`config.mk`:
```
export PLATFORM = sky130hd
export DESIGN_NAME = bus_dma
export DESIGN_NICKNAME = d
export VERILOG_FILES = /design/src/rtl/bus_dma.sv
export SDC_FILE = /design/constraint.sdc
export NUM_CORES = 1
export LEC_CHECK = 0
export CORE_UTILIZATION = 27
export DETAILED_ROUTE_END_ITERATION = 10
export SYNTH_ARGS = -nofsm -noshare
export SYNTH_HDL_FRONTEND = slang
export SYNTH_SLANG_ARGS = --single-unit
export TNS_END_PERCENT = 5
```
`constraint.sdc`:
```
create_clock -name clki -period 5.3 [get_ports clki]
set_input_delay 1.59 -clock clki [delete_from_list [all_inputs] [get_ports clki]]
set_output_delay 1.59 -clock clki [all_outputs]
set_load 0.03 [all_outputs]
```
`src/rtl/bus_dma.sv`:
```
// rtl/bus_dma.sv - single-channel memory-to-memory copy engine with register config
module bus_dma #(
    parameter int AW = 16,
    parameter int DW = 16
) (
    input  logic          clki,
    input  logic          rst_in,
    input  logic [1:0]    cfg_sel,
    input  logic [DW-1:0] cfg_wdata,
    input  logic          cfg_write,
    output logic [DW-1:0] cfg_rdata,
    output logic [AW-1:0] m_addr,
    output logic [DW-1:0] m_wdata,
    input  logic [DW-1:0] m_rdata,
    output logic          m_read,
    output logic          m_write,
    input  logic          m_busy,
    input  logic          m_ready,
    output logic          done_irq
);

    typedef enum logic [1:0] {IDLE, RD, WR, FIN} state_t;

    state_t        state;
    logic [AW-1:0] src_r, dst_r, src_w, dst_w;
    logic [DW-1:0] len_r, cnt;
    logic          done_f, abort_f, abort_pend;

    logic ctrl_wr, abort_req, start_req, beat_done, stop, active;

    assign ctrl_wr   = cfg_write && (cfg_sel == 2'd3);
    assign abort_req = ctrl_wr && cfg_wdata[1];
    assign start_req = ctrl_wr && cfg_wdata[0] && !cfg_wdata[1];
    assign beat_done = !m_busy && m_ready;
    // An abort arriving on the completing edge itself counts as pending.
    assign stop      = abort_pend || abort_req;
    assign active    = (state != IDLE);

    always_comb begin
        cfg_rdata = '0;
        case (cfg_sel)
            2'd0:    cfg_rdata = DW'(src_r);
            2'd1:    cfg_rdata = DW'(dst_r);
            2'd2:    cfg_rdata = len_r;
            default: cfg_rdata = DW'({abort_f, done_f, active});
        endcase
    end

    always_ff @(posedge clki or negedge rst_in) begin
        if (!rst_in) begin
            state      <= IDLE;
            src_r      <= '0;
            dst_r      <= '0;
            len_r      <= '0;
            src_w      <= '0;
            dst_w      <= '0;
            cnt        <= '0;
            done_f     <= 1'b0;
            abort_f    <= 1'b0;
            abort_pend <= 1'b0;
            m_addr     <= '0;
            m_wdata    <= '0;
            m_read     <= 1'b0;
            m_write    <= 1'b0;
            done_irq   <= 1'b0;
        end else begin
            done_irq <= 1'b0;
            case (state)
                IDLE: begin
                    if (cfg_write) begin
                        case (cfg_sel)
                            2'd0:    src_r <= AW'(cfg_wdata);
                            2'd1:    dst_r <= AW'(cfg_wdata);
                            2'd2:    len_r <= cfg_wdata;
                            default: ;
                        endcase
                    end
                    if (start_req) begin
                        done_f     <= 1'b0;
                        abort_f    <= 1'b0;
                        abort_pend <= 1'b0;
                        src_w      <= src_r;
                        dst_w      <= dst_r;
                        cnt        <= len_r;
                        if (len_r == '0) begin
                            state    <= FIN;
                            done_irq <= 1'b1;
                            done_f   <= 1'b1;
                        end else begin
                            state  <= RD;
                            m_read <= 1'b1;
                            m_addr <= src_r;
                        end
                    end
                end
                RD: begin
                    if (abort_req)
                        abort_pend <= 1'b1;
                    if (beat_done) begin
                        m_read  <= 1'b0;
                        m_wdata <= m_rdata;
                        src_w   <= src_w + AW'(1);
                        if (stop) begin
                            state    <= FIN;
                            done_irq <= 1'b1;
                            abort_f  <= 1'b1;
                        end else begin
                            state   <= WR;
                            m_write <= 1'b1;
                            m_addr  <= dst_w;
                        end
                    end
                end
                WR: begin
                    if (abort_req)
                        abort_pend <= 1'b1;
                    if (beat_done) begin
                        m_write <= 1'b0;
                        dst_w   <= dst_w + AW'(1);
                        cnt     <= cnt - DW'(1);
                        if (stop) begin
                            state    <= FIN;
                            done_irq <= 1'b1;
                            abort_f  <= 1'b1;
                        end else if (cnt == DW'(1)) begin
                            state    <= FIN;
                            done_irq <= 1'b1;
                            done_f   <= 1'b1;
                        end else begin
                            state  <= RD;
                            m_read <= 1'b1;
                            m_addr <= src_w;
                        end
                    end
                end
                FIN: begin
                    state      <= IDLE;
                    abort_pend <= 1'b0;
                end
                default: state <= IDLE;
            endcase
        end
    end

endmodule

```
# Word level (Yosys, flattened, before mapping)

Cells that the tools add are included.

Input bits: 39
Output and inout bits: 51
Logic and storage cells: 122
Register bits after elaboration: 136

Reduce and logical (&&, ||, !) cells: 31
Multiplexer cells: 55
Equality and inequality tests: 18
$add $sub $neg: 3

Operator list:

| kind                  | count |
|---|---|
| $mux 16               | 13 |
| $pmux 16 s2           | 3 |
| $pmux 16 s3           | 2 |
| $add 16x1->16 const B | 2 |
| $mux 1                | 24 |
| $reduce_and 3->1      | 6 |
| $eq 16x1->1 const B   | 1 |
| $logic_not 16->1      | 1 |
| $ne 2x2->1 const B    | 8 |
| $sub 16x1->16 const B | 1 |
| $mux 2                | 6 |
| $reduce_bool 2->1     | 5 |
| $pmux 1 s3            | 3 |
| $eq 2x2->1 const B    | 4 |
| $pmux 2 s4            | 1 |
| $reduce_and 4->1      | 2 |
| $reduce_and 8->1      | 1 |
| $reduce_and 7->1      | 1 |
| $ne 2x1->1 const B    | 3 |
| $pmux 1 s2            | 3 |
| $logic_and 1x1->1     | 5 |
| $reduce_and 5->1      | 1 |
| $eq 2x1->1 const B    | 2 |
| $logic_not 2->1       | 2 |
| 5 further kinds       | 7 |

# Logic depth before layout (Yosys ltp)

Depth after elaboration: 7
Depth in mapped cells: 9
Depth with buffers taken out: 7

# Worst setup path before layout

OpenSTA, ideal clock, no wires.

Kind: in2out
Start: input port cfg_sel[1]
End: output port cfg_rdata[10]
Stages: 4
Required time: 3.710 ns
Path buffers: 2
Path slack: 0.587 ns
Data arrival time: 3.123 ns
Cells stage by stage: buf_2 -> buf_1 -> mux2i_1 -> o21ai_0

Cells in the longest elaborated chain, start to end: 2
Elaborated cells on any way between the ends: 4
Those cells by class: eq/ne (2); mux (1); reduce/logical (1)

RTL lines:

| element                                  | RTL line | RTL |
|---|---|---|
| from (decl)                              | 8        | `input logic [1:0] cfg_sel,` |
| $eq 2x2->1, or another cell as far along | 41       | `case (cfg_sel)` |
| $pmux 16 s3 (*)                          | 41       |  |
| to (decl)                                | 11       | `output logic [DW-1:0] cfg_rdata,` |

Every way passes the cells marked *; elsewhere a longest branch is shown, timed or not.

# Worst setup path in the final report

Start: input port cfg_sel[1]
End: output port cfg_rdata[12]

The elaborated chain is that of the path after synthesis.

==> results.txt <==
Final Critical Period -> 4.87 ns
Placed insts -> 1095
Share of cells above drive strength 1 -> 20.1%
Mapped Area -> 0.00717 sq mm
Register area share after synthesis -> 47.4%
Measured slew at the worst slew-check pin -> 1.09 ns
Synth warn -> 0
Clock share of power -> 17.8%
Ys async rst share -> 100%
Postcts setup bufs -> 0
Worst Skew -> 0.00900 ns
Setup_tns -> 0 ns
Total Routing Usage GR -> 16.0%
Maxcap violations -> 0
Post-detail-place hpwl -> 14500 um
CP Class -> input port to output pin
Max Slew Vio Count -> 0
EDFF count, synth -> 0
CP Data Required Time -> 3.71 ns
IO Pins -> 90
CTS buffer count -> 17
First-pass GRT wire length -> 32500 um
Die W -> 165 um
Site row count -> 59
Final WL -> 20800 um
Clk_lat worst skew -> 0.43 ns
Avg Inst Size Synth -> 10.2 sq um
Period utilization -> 92.0%
Final cell count without fillers -> 1126
Antenna Cells -> 0
Final instance area -> 0.00904 sq mm
DR vias -> 5930
Post_cts resized -> 0
F_max -> 205 MHz
Remaining DRCs -> 0
Clock transition at the registers of the reported paths -> 0.06 ns
Internal -> 0.00363 W
Core Util, Final -> 34.7%
CORE AREA -> 0.0261 sq mm
Final hold vios -> 0
Most frequent cells in the layout -> 136 x dfrtp_1, 72 x clkdlybuf4s50_1, 71 x mux2_2
Worst EP arrival -> 3.28 ns
Clock tree from TritonCTS -> built
HP Class -> flop to flop
Clock root cell -> clkbuf_16
Initial Util -> 27.5%
Rel. slew slack -> 27.3%
Synth Instances -> 700
IO Port Bufs -> 89
Syn Nets -> 748
Logic pwr share -> 47.7%
Die H -> 165 um
Clk sink count -> 136
Crit start category -> input port
Final GP Congestion -> 0.826
Status -> finished clean
PwrDens -> 703 mW/mm^2
Pleak -> 3.66 nW
RSZ-0062 raised after global routing -> false
Switching pwr -> 0.00273 W
Routed Antenna Nets -> 0
Avg WL per Cell -> 18.5 um
Clock Path Buffers -> 2
Largest net degree at the start of global routing -> 110
Register share of total power -> 34.5%
Final setup fails -> 0
Cts hold-fix bufs -> 0
Synth unique cells -> 55
Nets -> 827
Grt total ovfl -> 0
Sw Ratio -> 43.0%
Dpl cell area -> 0.00849 sq mm
Crit path capture type -> output pin
Initial antenna violation count -> 0
Number of global-route vias before repair -> 5498
H-tree depth -> 4
Commonest non-fill, non-tap cell in the layout -> dfrtp_1
Synth-to-layout area growth -> 26.1%
Vias per cell -> 5.27
CP Max Fanout -> 8
Main synth FF type -> dfrtp_1
Yosys reg bits -> 136
Die area -> 0.0272 sq mm
Max VDD drop -> 284 uV
Pre-antenna DRT Iters -> 5
Filler cells -> 2648
Detailed Route Iter0 Violations -> 742
[power groups by stage]
stage	combinational [W]	clock [W]	sequential (W)
after floorplan	0.00193	0	0.00219
after global placement	0.00298	0	0.00220
after detailed placement	0.00303	0	0.00220
after CTS	0.00305	0.00116	0.00218
after global routing	0.00330	0.00119	0.00227
final	0.00303	0.00113	0.00219
[final cells by class]
class | count | area, sq um | area share [%]
repair buffers | 104 | 1080 | 11.9
flip-flops and latches | 136 | 3400 | 37.6
multi-input cells | 504 | 3530 | 39.1
well taps | 335 | 419 | 4.63
clock inverters | 14 | 126 | 1.40
inverters | 16 | 60.1 | 0.664
clock buffers | 17 | 425 | 4.70
[cell usage after synthesis, drive strengths merged (5+ instances only)]
| library cell | number | area [sq um] |
|---|---|---|
| dfrtp | 136 | 3400 |
| nand2b | 8 | 50.1 |
| clkbuf | 28 | 105 |
| mux2i | 22 | 220 |
| o21ai | 56 | 284 |
| nor2 | 41 | 154 |
| nand4 | 14 | 87.6 |
| a21oi | 64 | 328 |
| nor4 | 10 | 68.8 |
| and3 | 5 | 31.3 |
| inv | 15 | 56.3 |
| a22oi | 24 | 180 |
| buf | 16 | 78.8 |
| nand2 | 54 | 203 |
| nor3 | 13 | 70.1 |
| mux2 | 81 | 950 |
| a21o | 5 | 45.0 |
| o22ai | 17 | 106 |
| a2bb2oi | 13 | 114 |
| ha | 9 | 113 |
| a31oi | 7 | 43.8 |
| nor2b | 5 | 31.3 |
| nand3 | 22 | 110 |
[sequential cells by signal, summed over array words and instances (netlist names)]
signal and flops:
src_r 16, cnt 16, len_r 16, dst_r 16, done_f 1, m_wdata 16
abort_f 1, state 2, m_addr 16, src_w 16, m_read 1, m_write 1
done_irq 1, dst_w 16, abort_pend 1
[per-layer routing]
layer  routed length, um  track usage [%]
met1               10300             23.9
met5                   0                0
met3                1300             3.49
met2                8850             22.3
met4                 396             5.75
[through the flow]
stage	power [W]	worst slack, ns	hold slack (ns)
2_1_floorplan	0.00412	0.587	0.470
3_3_place_gp	0.00518	0.458	0.486
3_5_place_dp	0.00523	0.431	0.494
4_1_cts	0.00639	0.395	0.507
5_1_grt	0.00676	0.309	0.522
6_report	0.00636	0.426	0.501
[kinds of logic (layout without fill, tap and decap cells)]
logic type / after synthesis / after routing / share of synthesized area (%)
AOI/OAI and AO/OA: 205 / 205 / 17.9
and+or+nand+nor: 184 / 184 / 12.5
adders and majority gates: 9 / 9 / 1.57
buffers and inverters: 60 / 151 / 3.40
muxes: 106 / 106 / 17.2
DFF: 136 / 136 / 47.4
[final timing paths]
kind / to / start / slack, ns / cells after the start
max: cfg_rdata[12] / cfg_sel[1] / 0.43 / 5
min: m_wdata[13]$_DFFE_PN0P_ / m_wdata[13]$_DFFE_PN0P_ / 0.50 / 1
max reg2reg: dst_w[14]$_DFFE_PN0P_ / state[0]$_DFFE_PN0P_ / 2.40 / 7
min reg2reg: m_wdata[13]$_DFFE_PN0P_ / m_wdata[13]$_DFFE_PN0P_ / 0.50 / 1
max in group asynchronous: src_r[2]$_DFFE_PN0P_ / rst_in / 3.06 / 2
min in group asynchronous: dst_r[9]$_DFFE_PN0P_ / rst_in / 1.31 / 1
[critical path: stages]
cell             delay (ns)
clkdlybuf4s50_1        0.79
buf_4                  0.30
mux2i_1                0.10
o21ai_0                0.32
buf_12                 0.17
Note: power is estimated with default switching activity, not from simulation.
